### config.mk
export PLATFORM = sky130hd
export DESIGN_NAME = spike_aer_encoder
export DESIGN_NICKNAME = d
export VERILOG_FILES = /design/src/rtl/spike_aer_encoder_pkg.sv /design/src/rtl/aer_event_fifo.sv /design/src/rtl/spike_aer_encoder.sv
export SDC_FILE = /design/constraint.sdc
export NUM_CORES = 1
export LEC_CHECK = 0
export CAP_MARGIN = 10
export CORE_MARGIN = 3
export CORE_UTILIZATION = 46
export CTS_CLUSTER_SIZE = 12
export DETAILED_ROUTE_END_ITERATION = 7
export SLEW_MARGIN = 20
export SYNTH_ARGS = -nofsm -noshare
export SYNTH_HDL_FRONTEND = slang
export SYNTH_HIERARCHICAL = 1
export SYNTH_SLANG_ARGS = --single-unit
export TNS_END_PERCENT = 100
### constraint.sdc
create_clock -name clk -period 8 [get_ports clk]
set_clock_uncertainty 0.05 [all_clocks]
set_input_delay 1.2 -clock clk [delete_from_list [all_inputs] [get_ports clk]]
set_output_delay 1.2 -clock clk [all_outputs]
set_load 0.05 [all_outputs]
### src/rtl/spike_aer_encoder_pkg.sv
// Shared types and widths for the spike AER encoder.
// Optional feature macro: AER_TIMESTAMP_EN (adds an 8-bit event timestamp).
package spike_aer_encoder_pkg;

    localparam int unsigned DROP_CNT_W = 8;
    localparam int unsigned TS_W       = 8;

    typedef enum logic [1:0] {
        ST_IDLE = 2'd0,
        ST_REQ  = 2'd1,
        ST_REL  = 2'd2
    } aer_state_e;

    // Address width for a given source count; at least one bit.
    function automatic int unsigned addr_width(input int unsigned n_src);
        return (n_src > 1) ? $clog2(n_src) : 1;
    endfunction

    localparam int unsigned AER_ADDR_W = addr_width(8);

endpackage

### src/rtl/aer_event_fifo.sv
// Event queue: show-ahead FIFO with full/empty flags.
// Simultaneous write and read is accepted at any occupancy, including full.
module aer_event_fifo #(
    parameter int unsigned WIDTH = 3,
    parameter int unsigned DEPTH = 4
) (
    input  logic             clk,
    input  logic             rst_n,
    input  logic             wr_en,
    input  logic [WIDTH-1:0] wr_data,
    input  logic             rd_en,
    output logic [WIDTH-1:0] rd_data,
    output logic             full,
    output logic             empty
);

    localparam int unsigned PW = $clog2(DEPTH);
    localparam logic [PW:0] DEPTH_CNT = (PW + 1)'(DEPTH);

    logic [WIDTH-1:0] mem [DEPTH];
    logic [PW-1:0]    wr_ptr;
    logic [PW-1:0]    rd_ptr;
    logic [PW:0]      count;
    logic             do_wr;
    logic             do_rd;

    assign empty   = (count == '0);
    assign full    = (count == DEPTH_CNT);
    assign do_rd   = rd_en && !empty;
    assign do_wr   = wr_en && (!full || do_rd);
    assign rd_data = mem[rd_ptr];

    // Storage array; contents need no reset since occupancy gates reads.
    always_ff @(posedge clk) begin
        if (do_wr) mem[wr_ptr] <= wr_data;
    end

    // Pointers and occupancy.
    always_ff @(posedge clk or negedge rst_n) begin
        if (!rst_n) begin
            wr_ptr <= '0;
            rd_ptr <= '0;
            count  <= '0;
        end else begin
            if (do_wr) wr_ptr <= wr_ptr + 1'b1;
            if (do_rd) rd_ptr <= rd_ptr + 1'b1;
            case ({do_wr, do_rd})
                2'b10:   count <= count + 1'b1;
                2'b01:   count <= count - 1'b1;
                default: count <= count;
            endcase
        end
    end

endmodule

### src/rtl/spike_aer_encoder.sv
// Spike-to-AER encoder: pending latch, round-robin arbiter, event FIFO and
// four-phase handshake FSM. Optional macro AER_TIMESTAMP_EN adds aer_ts.
module spike_aer_encoder
    import spike_aer_encoder_pkg::*;
#(
    parameter  int unsigned N_SRC      = 8,
    parameter  int unsigned FIFO_DEPTH = 4,
    localparam int unsigned AW         = addr_width(N_SRC)
) (
    input  logic                  clk,
    input  logic                  rst_n,
    input  logic [N_SRC-1:0]      spike,
    output logic                  aer_req,
    output logic [AW-1:0]         aer_addr,
    input  logic                  aer_ack,
    output logic                  fifo_full,
    output logic [DROP_CNT_W-1:0] drop_cnt
`ifdef AER_TIMESTAMP_EN
    ,
    output logic [TS_W-1:0]       aer_ts
`endif
);

`ifdef AER_TIMESTAMP_EN
    localparam int unsigned FW = AW + TS_W;
`else
    localparam int unsigned FW = AW;
`endif
    localparam logic [31:0] DROP_MAX = (32'd1 << DROP_CNT_W) - 32'd1;

    logic [N_SRC-1:0]      pending;
    logic [N_SRC-1:0]      grant;
    logic [N_SRC-1:0]      merged;
    logic [AW-1:0]         rr_ptr;
    logic [AW-1:0]         grant_idx;
    logic                  grant_vld;
    logic [31:0]           drop_sum;
    logic [DROP_CNT_W-1:0] drop_nxt;
    logic [FW-1:0]         fifo_wdata;
    logic [FW-1:0]         fifo_head;
    logic                  fifo_empty;
    logic                  fifo_rd;
    logic                  ack_meta;
    logic                  ack_s;
    aer_state_e            state;
    aer_state_e            state_nxt;
    logic                  req_nxt;
    logic [AW-1:0]         addr_nxt;

    // Round-robin search over pending sources starting at rr_ptr; stalls when full.
    always_comb begin
        logic [31:0]   idx;
        logic [AW-1:0] idx_a;
        grant     = '0;
        grant_idx = '0;
        grant_vld = 1'b0;
        idx       = '0;
        idx_a     = '0;
        if (!fifo_full) begin
            for (int unsigned k = 0; k < N_SRC; k++) begin
                idx   = (32'(rr_ptr) + k) % N_SRC;
                idx_a = AW'(idx);
                if (!grant_vld && pending[idx_a]) begin
                    grant[idx_a] = 1'b1;
                    grant_idx    = idx_a;
                    grant_vld    = 1'b1;
                end
            end
        end
    end

    // A spike on a source still pending after this edge's grant is a merge/drop.
    assign merged = spike & pending & ~grant;

    // Saturating drop accumulation, one per merged source per edge.
    always_comb begin
        drop_sum = 32'(drop_cnt) + 32'($countones(merged));
        drop_nxt = (drop_sum > DROP_MAX) ? '1 : DROP_CNT_W'(drop_sum);
    end

    // Pending bits, arbiter pointer and drop counter.
    always_ff @(posedge clk or negedge rst_n) begin
        if (!rst_n) begin
            pending  <= '0;
            rr_ptr   <= '0;
            drop_cnt <= '0;
        end else begin
            pending  <= (pending & ~grant) | spike;
            drop_cnt <= drop_nxt;
            if (grant_vld)
                rr_ptr <= (grant_idx == AW'(N_SRC - 1)) ? '0 : grant_idx + 1'b1;
        end
    end

`ifdef AER_TIMESTAMP_EN
    logic [TS_W-1:0] ts_cnt;
    logic [TS_W-1:0] ts_nxt;

    // Free-running timestamp, captured into the FIFO with each grant.
    always_ff @(posedge clk or negedge rst_n) begin
        if (!rst_n) ts_cnt <= '0;
        else        ts_cnt <= ts_cnt + 1'b1;
    end

    assign fifo_wdata = {ts_cnt, grant_idx};
`else
    assign fifo_wdata = grant_idx;
`endif

    aer_event_fifo #(
        .WIDTH (FW),
        .DEPTH (FIFO_DEPTH)
    ) u_fifo (
        .clk     (clk),
        .rst_n   (rst_n),
        .wr_en   (grant_vld),
        .wr_data (fifo_wdata),
        .rd_en   (fifo_rd),
        .rd_data (fifo_head),
        .full    (fifo_full),
        .empty   (fifo_empty)
    );

    // Two-flop synchroniser for the asynchronous acknowledge.
    always_ff @(posedge clk or negedge rst_n) begin
        if (!rst_n) begin
            ack_meta <= 1'b0;
            ack_s    <= 1'b0;
        end else begin
            ack_meta <= aer_ack;
            ack_s    <= ack_meta;
        end
    end

    // Handshake next-state and registered-output values.
    always_comb begin
        state_nxt = state;
        req_nxt   = aer_req;
        addr_nxt  = aer_addr;
        fifo_rd   = 1'b0;
`ifdef AER_TIMESTAMP_EN
        ts_nxt    = aer_ts;
`endif
        case (state)
            ST_IDLE: begin
                if (!fifo_empty) begin
                    fifo_rd   = 1'b1;
                    req_nxt   = 1'b1;
                    addr_nxt  = fifo_head[AW-1:0];
`ifdef AER_TIMESTAMP_EN
                    ts_nxt    = fifo_head[FW-1:AW];
`endif
                    state_nxt = ST_REQ;
                end
            end
            ST_REQ: begin
                if (ack_s) begin
                    req_nxt   = 1'b0;
                    state_nxt = ST_REL;
                end
            end
            ST_REL: begin
                if (!ack_s) state_nxt = ST_IDLE;
            end
            default: state_nxt = ST_IDLE;
        endcase
    end

    // Handshake state and registered outputs.
    always_ff @(posedge clk or negedge rst_n) begin
        if (!rst_n) begin
            state    <= ST_IDLE;
            aer_req  <= 1'b0;
            aer_addr <= '0;
`ifdef AER_TIMESTAMP_EN
            aer_ts   <= '0;
`endif
        end else begin
            state    <= state_nxt;
            aer_req  <= req_nxt;
            aer_addr <= addr_nxt;
`ifdef AER_TIMESTAMP_EN
            aer_ts   <= ts_nxt;
`endif
        end
    end

endmodule

==> results.yml <==
status:
  outcome: "completed"
worst_setup_path:
  path_max_fanout: 16
  critPathRequiredTime_ps: 8130
  critPathTopFamily: "adder cells"
  crit_path_start_kind: "flop"
  reg2reg_depth: 22
  cp.depth: 22
  crit_path_end_kind: "flop"
  r2r_setup_slack_ps: 950
  cp_slowest_cell: "mux4_2"
  reg2reg_to: "drop_cnt[3]"
  critPathArrivalTime_ps: 7180
  crit_top_cell: "fa_1"
  r2r-start: "rr_ptr[1]"
  path_cells: "inv_2 -> ha_1 -> mux4_2 -> or2_1 -> mux4_2 -> nor2_1 -> a21oi_1 -> a21oi_1 -> o21ai_0 -> fa_1 -> inv_1 -> fa_1 -> inv_1 -> fa_1 -> fa_1 -> inv_1 -> fa_1 -> nor2b_1 -> o21ai_0 -> nand2b_1 -> nand3_1 -> o21ai_0"
  slowest_delay_ps: 700
  crit_path_start: "rr_ptr[1]"
  worstSetupEndpoint: "drop_cnt[3]"
  critPathKind: "reg2reg"
  cp_num_buf_inv: 4
synthesis:
  synth_edf_count: 12
  yosysWarnings: 6
  synth_area_per_cell_sq_um: 9.72
  ys_async_sr_fraction_pct: 73.9
  synth_flop_cell: "dfrtp_1"
  netlist_area_sq_mm: 0.00401
  synth.ff_latch_count: 46
  ys_seq_area_share_pct: 30.2
  synth.net_count: 449
  synth_cell_types: 71
  netlist_instances: 413
sta:
  slew_violations: 0
  period_minus_slack_ps: 7050
  slew_headroom_pct: 40.0
  rsz0062_at_grt: "false"
  tightest_slew_ps: 894
  finalCritPeriodShare_pct: 88.1
  fmax_mhz: 142
  fin_ws_ps: 952
  setup_viol: 0
  fin_hold_ws_ps: 307
  tns_ps: 0
  finalHoldViolations: 0
route:
  via_per_inst: 6.51
  antenna_left: 0
  drt_wl_total_um: 10900
  route.detailed.drc: 0
  drtIter0Drc: 360
  via_count: 3430
  drt_first_pass_iters: 5
  routedWlPerCell_um: 20.7
floorplan:
  start_util_pct: 48.1
  fp.dieW_um: 99.4
  io_pins: 24
  die-area_sq_mm: 0.00988
  core-area_sq_mm: 0.00834
  rows: 33
  die_y_um: 99.4
cts:
  cts.sinks: 46
  root_buffer: "clkbuf_8"
  cts_max_level: 2
  postCtsHoldBufs: 0
  cts_resized: 0
  cts_setup_buffers: 0
  insertion_delay_ps: 300
  cts_tree: "done"
  clkTransAtPathRegs_ps: 100
  cts.path.max_buffers: 2
  cts_made_buffers: 5
hold_path:
  hold_depth: 0
  hp-class: "reg2reg"
  hp-start: "ack_meta"
global_routing:
  grt_pass1_wl_um: 17900
  antenna_found_initial: 0
  grt_max_degree: 53
  grt_overflow: 0
  track_usage_pct: 23.0
  grt_pass1_vias: 3308
place:
  gp_routability_congestion: 0.968
  place_ws_ps: 999
  dp_hpwl_um: 8000
  numPortBuffers: 23
cells_and_area:
  fin_util_pct: 52.5
  multi_input_area_sq_mm: 0.00257
  fillerInstances: 812
  nets: 457
  layout_commonest_cell: "dfrtp_1"
  layout-drive-gt1-share_pct: 14.7
  seq_area_sq_mm: 0.00121
  antenna_cells: 0
  area.growth.synth_to_final_pct: 9.17
  layout_common_cells: "33 x dfrtp_1, 29 x nand2_1, 25 x inv_1"
job:
  drv_cap: 0
synth_stat cells, drive strengths merged, types with 2 or more instances:
cell type / count / share of area, %
a2111oi: 3 / 0.81
a211oi: 6 / 1.1
a21o: 7 / 1.3
a21oi: 18 / 2.2
a22oi: 3 / 0.56
a311o: 2 / 0.50
a311oi: 3 / 0.65
a31o: 3 / 0.65
a31oi: 6 / 0.94
a41o: 2 / 0.50
a41oi: 2 / 0.44
and2: 6 / 1.1
and3: 5 / 0.78
buf: 10 / 1.6
clkbuf: 16 / 1.5
dfrtp: 34 / 21
edfxtp: 12 / 9.0
fa: 6 / 3.0
ha: 19 / 5.9
inv: 27 / 2.5
mux2: 11 / 3.2
mux2i: 13 / 3.4
mux4: 19 / 11
nand2: 30 / 2.9
nand2b: 6 / 0.94
nand3: 22 / 2.7
nand4: 9 / 1.4
nor2: 24 / 2.2
nor2b: 8 / 1.2
nor3: 12 / 1.8
nor4: 5 / 1.5
o21ai: 20 / 2.5
o21bai: 2 / 0.37
o22ai: 7 / 1.1
or2: 6 / 0.94
xnor2: 7 / 1.5
xor2: 5 / 1.3
through the flow:
| stage | cell area, sq um | instances |
|---|---|---|
| after floorplan | 4010 | 413 |
| after global placement | 4280 | 519 |
| after detailed placement | 4280 | 519 |
| after CTS | 4380 | 527 |
| after global routing | 4380 | 527 |
| final | 4380 | 527 |
cells by family after synthesis:
logic type | synth area share [%]
DFF | 30.2
adders and majority gates | 8.92
xor gates and xnor gates | 2.81
buffers and inverters | 5.64
and+or+nand+nor | 18.6
AOI/OAI and AO/OA | 16.6
muxes | 17.3
final cells by class:
class                           count  area share (%)
Clock inverter                      1           0.171
Multi-Input combinational cell    314            58.8
Clock buffer                        7            2.23
Sequential cell                    46            27.7
Tap cell                          105            3.00
Timing Repair Buffer               27            5.83
Inverter                           27            2.31
registers in the layout, indices dropped and copies added, names as in the netlist:
signal / cells
ack_meta: 1
ack_s: 1
aer_addr: 3
aer_req: 1
drop_cnt: 8
pending: 8
rr_ptr: 3
state: 2
u_fifo/count: 3
u_fifo/mem: 12
u_fifo/rd_ptr: 2
u_fifo/wr_ptr: 2
worst min path at each step:
| stage | slack, ps | end |
|---|---|---|
| 6_report | 310 | ack_s |
| 5_1_grt | 310 | ack_s |
| 4_1_cts | 310 | ack_s |
| 3_5_place_dp | 290 | ack_s |
| 3_3_place_gp | 290 | ack_s |
| 2_1_floorplan | 280 | ack_s |
routing by layer:
layer	global-route usage [%]	up-vias	routed length (um)	part of all wire [%]
li1	-	1564	-	-
met1	33.4	1655	4880	45
met2	34.9	182	4910	45
met3	4.49	29	821	7.5
met4	7.25	0	318	2.9
met5	0	-	0	0
Power is left out: the tool's default activity adds up to more than one toggle a clock period on the data nets, which glitch-free logic cannot reach.
==> edit 1: new RTL, same settings <==
Build with the macro `AER_TIMESTAMP_EN` defined.
--- a/src/rtl/spike_aer_encoder.sv
+++ b/src/rtl/spike_aer_encoder.sv
@@ -1,5 +1,7 @@
 // Spike-to-AER encoder: pending latch, round-robin arbiter, event FIFO and
 // four-phase handshake FSM. Optional macro AER_TIMESTAMP_EN adds aer_ts.
+`define AER_TIMESTAMP_EN
+
 module spike_aer_encoder
     import spike_aer_encoder_pkg::*;
 #(
Function (old outputs only; new: aer_ts): same outputs for any inputs over 4 cycles, from zero or initial values and one cycle with rst_n low; that may be too few to reach the edited logic, so the function may still have changed.
==> edit 1 against the original RTL <==
- sequential cell count increased by 48
- cell area increased by 49%
- synthesized area increased by 44%
- routed wire length increased by 29%
- count of clock-buffer cells in the layout increased by 2
- worst setup slack got worse by 0.058 ns
Power is not shown: default switching activity piles up to over one toggle a cycle in this logic, so the estimate is an artifact.
==> edit 1: results (changes against the original RTL) <==
qor: status.result_of_the_run completed
qor: worst_setup_path.crit-reg2reg-capture drop_cnt[2]$_DFF_PN0_
qor: synth.post_synth_most_frequent_cells sky130_fd_sc_hd__dfrtp_1 (50), sky130_fd_sc_hd__edfxtp_1 (44), sky130_fd_sc_hd__nand2_1 (34), sky130_fd_sc_hd__inv_1 (29), sky130_fd_sc_hd__nor2_1 (29)
qor: cells_and_area.num-nonclk-inverters 30 [+11%]
qor: clock_tree.clock_tree_root sky130_fd_sc_hd__clkbuf_16
qor: synth.synthAdderAreaFrac 0.0643 [-0.0249]
qor: clock_tree.worst_setup_hold_path_clk_slew 0.07 ns [-0.03 ns]
qor: synth.async_reset_ff_frac 0.532 [-0.207]
qor: placement.dpl_worst_slack 1.01 ns [+0.00878 ns]
qor: cells_and_area.register_area 0.00257 mm^2 [+110%]
qor: cells_and_area.non_clock_buffer_area_share 0.0548 [-0.00344]
qor: clock_tree.cts_htree_levels 3 [+1]
qor: cells_and_area.sh_seq_area 0.394 [+0.117]
qor: worst_setup_path.critical_path.max_fanout 17 [+1]
qor: worst_setup_path.r2r_start rr_ptr[2]$_DFFE_PN0P_
qor: synth.synth.avg_cell_area 11.7 um^2 [+21%]
qor: cells_and_area.multi_input_area_share 0.451 [-0.137]
qor: cells_and_area.clock_buffers 9 [+2]
qor: synth.post_synth_num_cell_types 72 [+1.4%]
qor: global_routing.grt.total_usage 0.210 [-0.0201]
qor: placement.dp.cells 670 [+29%]
qor: global_routing.grt_max_degree 46 [-13%]
qor: cells_and_area.drive_above_1_share 0.166 [+0.0191]
qor: cells_and_area.multi_input_cells 340 [+8.3%]
qor: clock_tree.insertion_delay 0.35 ns [+0.05 ns]
qor: detailed_routing.avgViaCountPerCell 6.05 [-7.1%]
qor: cells_and_area.area_share_clock_buf_inv 0.0504 [+0.0264]
qor: global_routing.grt_first_pass_wirelength 23,000 um [+28%]
qor: detailed_routing.drtPass1Iterations 6 [+1]
==> edit 1: how the worst min path moves through the flow <==
| stage | endpoint | cells past startpoint |
|---|---|---|
| 6_report | ack_s$_DFF_PN0_ | 0 |
| 5_1_grt | ack_s$_DFF_PN0_ | 0 |
| 4_1_cts | ack_s$_DFF_PN0_ | 0 |
| 3_5_place_dp | ack_s$_DFF_PN0_ | 0 |
| 3_3_place_gp | ack_s$_DFF_PN0_ | 0 |
| 2_1_floorplan | ack_s$_DFF_PN0_ | 0 |
==> edit 1: per-layer routing <==
metal | vias to the layer above | track usage | wire length [um]
met2 | 205 | 0.317 | 6490
met1 | 2020 | 0.291 | 6130
met5 | - | 0 | 0
met3 | 43 | 0.0505 | 1060
met4 | 0 | 0.0930 | 456
li1 | 1882 | - | -
==> edit 1: critical path, delay by kind of cell (launching register included) <==
family	cells	cell delay, ns
simple gates	7	1.20
compound gates	4	0.70
buf+inv	4	0.55
flops	1	0.80
mux	2	0.95
fa+ha+maj	6	2.71
==> edit 2: new RTL, same flow settings <==
Without the edit above. Encoding of `aer_state_e`: now one-hot (3 bits for 3 states).
--- a/src/rtl/spike_aer_encoder_pkg.sv
+++ b/src/rtl/spike_aer_encoder_pkg.sv
@@ -5,10 +5,10 @@
     localparam int unsigned DROP_CNT_W = 8;
     localparam int unsigned TS_W       = 8;
 
-    typedef enum logic [1:0] {
-        ST_IDLE = 2'd0,
-        ST_REQ  = 2'd1,
-        ST_REL  = 2'd2
+    typedef enum logic [2:0] {
+        ST_IDLE = 3'b001,
+        ST_REQ  = 3'b010,
+        ST_REL  = 3'b100
     } aer_state_e;
 
     // Address width for a given source count; at least one bit.
Formal check against the unedited RTL: no difference found for any inputs over 4 cycles, from zero or initial values and one cycle with rst_n low; so few cycles prove little.
==> edit 2 against the original RTL <==
- worst setup slack got worse by 0.21 ns
- synthesized area fell by 4.0%
- die area fell by 3.7%
- routed wire length fell by 11%
- synthesized cell count shrank 6.3%
- cell area down 2.1%
- sequential cell count rose by 1
- largest cell class unchanged
- critical path type unchanged
- highest routed layer unchanged
Power is left out: the tool's default activity adds up to more than one toggle a clock period on the data nets, which glitch-free logic cannot reach.
==> edit 2: results (changes against the original RTL) <==
qor: synth.synth_top_cells_by_area sky130_fd_sc_hd__dfrtp_1 (22%), sky130_fd_sc_hd__edfxtp_1 (9.4%), sky130_fd_sc_hd__mux4_2 (7.0%)
qor: global_routing.gr-usage-met1 0.311 [-0.0234]
qor: clock_tree.cts-resized-gates 0 [unchanged]
qor: placement.dp.cells 502 [-3.3%]
qor: timing.achievable-frequency 0.138 GHz [-2.9%]
qor: status.result_of_the_run completed
qor: timing.maxSlewHeadroom 0.414 [+0.0148]
qor: cells_and_area.filler_cell_count 704 [-13%]
qor: placement.dpl_worst_slack 0.795 ns [-0.204 ns]
qor: placement.finalWeightedCongestion 0.911 [-5.9%]
qor: clock_tree.cts_htree_levels 2 [unchanged]
qor: detailed_routing.detailedRoute.firstIterationViolations 310 [-14%]
qor: clock_tree.post_cts_buffers 0 [unchanged]
qor: worst_setup_path.slowest_delay 0.74 ns [+0.04 ns]
qor: cells_and_area.drive_above_1_share 0.140 [-0.00721]
qor: worst_setup_path.endpoint_arrival_time_on_the_critical_path 7.38 ns [+0.20 ns]
qor: clock_tree.worst_setup_hold_path_clk_slew 0.10 ns [about the same]
qor: synth.post_synth_most_frequent_cells sky130_fd_sc_hd__dfrtp_1 (34), sky130_fd_sc_hd__nand2_1 (33), sky130_fd_sc_hd__inv_1 (25), sky130_fd_sc_hd__nor2_1 (22), sky130_fd_sc_hd__o21ai_0 (19)
qor: worst_setup_path.critical_path.max_fanout 17 [+1]
qor: synth.async_reset_ff_frac 0.745 [+0.00555]
qor: worst_setup_path.rr_worst_depth 23 [+4.5%]
qor: synth.portion_of_the_post_synthesis_area_used_by_sequential_elements 0.321 [+0.0194]
qor: worst_hold_path.whs_path_depth 0 [unchanged]
qor: global_routing.groute.layer.met3.usage 0.0309 [-0.0140]
qor: global_routing.first_global_vias 3,143 [-5.0%]
qor: worst_setup_path.crit-reg2reg-capture drop_cnt[2]$_DFF_PN0_
qor: global_routing.global_route.usage.met2 0.331 [-0.0181]
qor: timing.worst_hold_slack 0.316 ns [+0.00930 ns]
qor: cells_and_area.final_net_count 442 [-3.3%]
qor: detailed_routing.avgViaCountPerCell 6.26 [-3.8%]
qor: cells_and_area.layout.cells.non_filler 510 [-3.2%]
qor: global_routing.antenna_found_initial 0 [unchanged]
qor: synth.post_synth_inst_count 387 [-6.3%]
qor: placement.half_perimeter_wire_length_after_detailed_placement 7310 um [-8.7%]
qor: cells_and_area.multi_input_comb_area 0.00243 mm^2 [-5.6%]
qor: synth.post_synth_num_cell_types 76 [+7.0%]
qor: worst_setup_path.rrSetupSlack 0.74 ns [-0.21 ns]
qor: clock_tree.clockBufferDepth 2 [unchanged]
qor: placement.place_area 0.00417 mm^2 [-2.4%]
qor: detailed_routing.drtPass1Iterations 5 [unchanged]
qor: synth.syn-num-nets 422 [-6.0%]
qor: global_routing.grt_max_degree 36 [-32%]
qor: global_routing.grt_first_pass_wirelength 16,600 um [-7.3%]
qor: global_routing.grt.total_usage 0.214 [-0.0168]
qor: detailed_routing.wirelength 9690 um [-11%]
qor: worst_setup_path.slowest_stage sky130_fd_sc_hd__dfrtp_1
==> edit 2: worst max path at each step <==
stage,from,cells past startpoint,end
after detailed placement,rr_ptr[1]$_DFFE_PN0P_,23,drop_cnt[2]$_DFF_PN0_
final,rr_ptr[1]$_DFFE_PN0P_,23,drop_cnt[2]$_DFF_PN0_
after CTS,rr_ptr[1]$_DFFE_PN0P_,23,drop_cnt[2]$_DFF_PN0_
after global routing,rr_ptr[1]$_DFFE_PN0P_,23,drop_cnt[2]$_DFF_PN0_
after floorplan,rr_ptr[0]$_DFFE_PN0P_,28,drop_cnt[2]$_DFF_PN0_
after global placement,rr_ptr[1]$_DFFE_PN0P_,23,drop_cnt[3]$_DFF_PN0_
==> edit 2: kinds of logic after synthesis <==
logic type / synth area share
buffers and inverters: 0.0481
adder cells (fa/ha/maj): 0.0896
XOR/XNOR: 0.0273
flip-flops: 0.321
AO/OA/AOI/OAI: 0.197
AND/OR/NAND/NOR: 0.182
multiplexers: 0.134
==> edit 2: cell type report <==
cell class / instances / area share
clock inverters: 3 / 0.0105
well taps: 102 / 0.0298
flip-flops and latches: 47 / 0.289
multi-input cells: 296 / 0.567
repair buffers: 30 / 0.0648
inverters: 27 / 0.0236
clock buffers: 5 / 0.0160
==> edit 2: per-layer routing <==
metal | part of all wire | vias up
met4 | 0.020 | 0
met5 | 0 | -
met1 | 0.45 | 1514
met2 | 0.46 | 154
li1 | - | 1506
met3 | 0.069 | 20
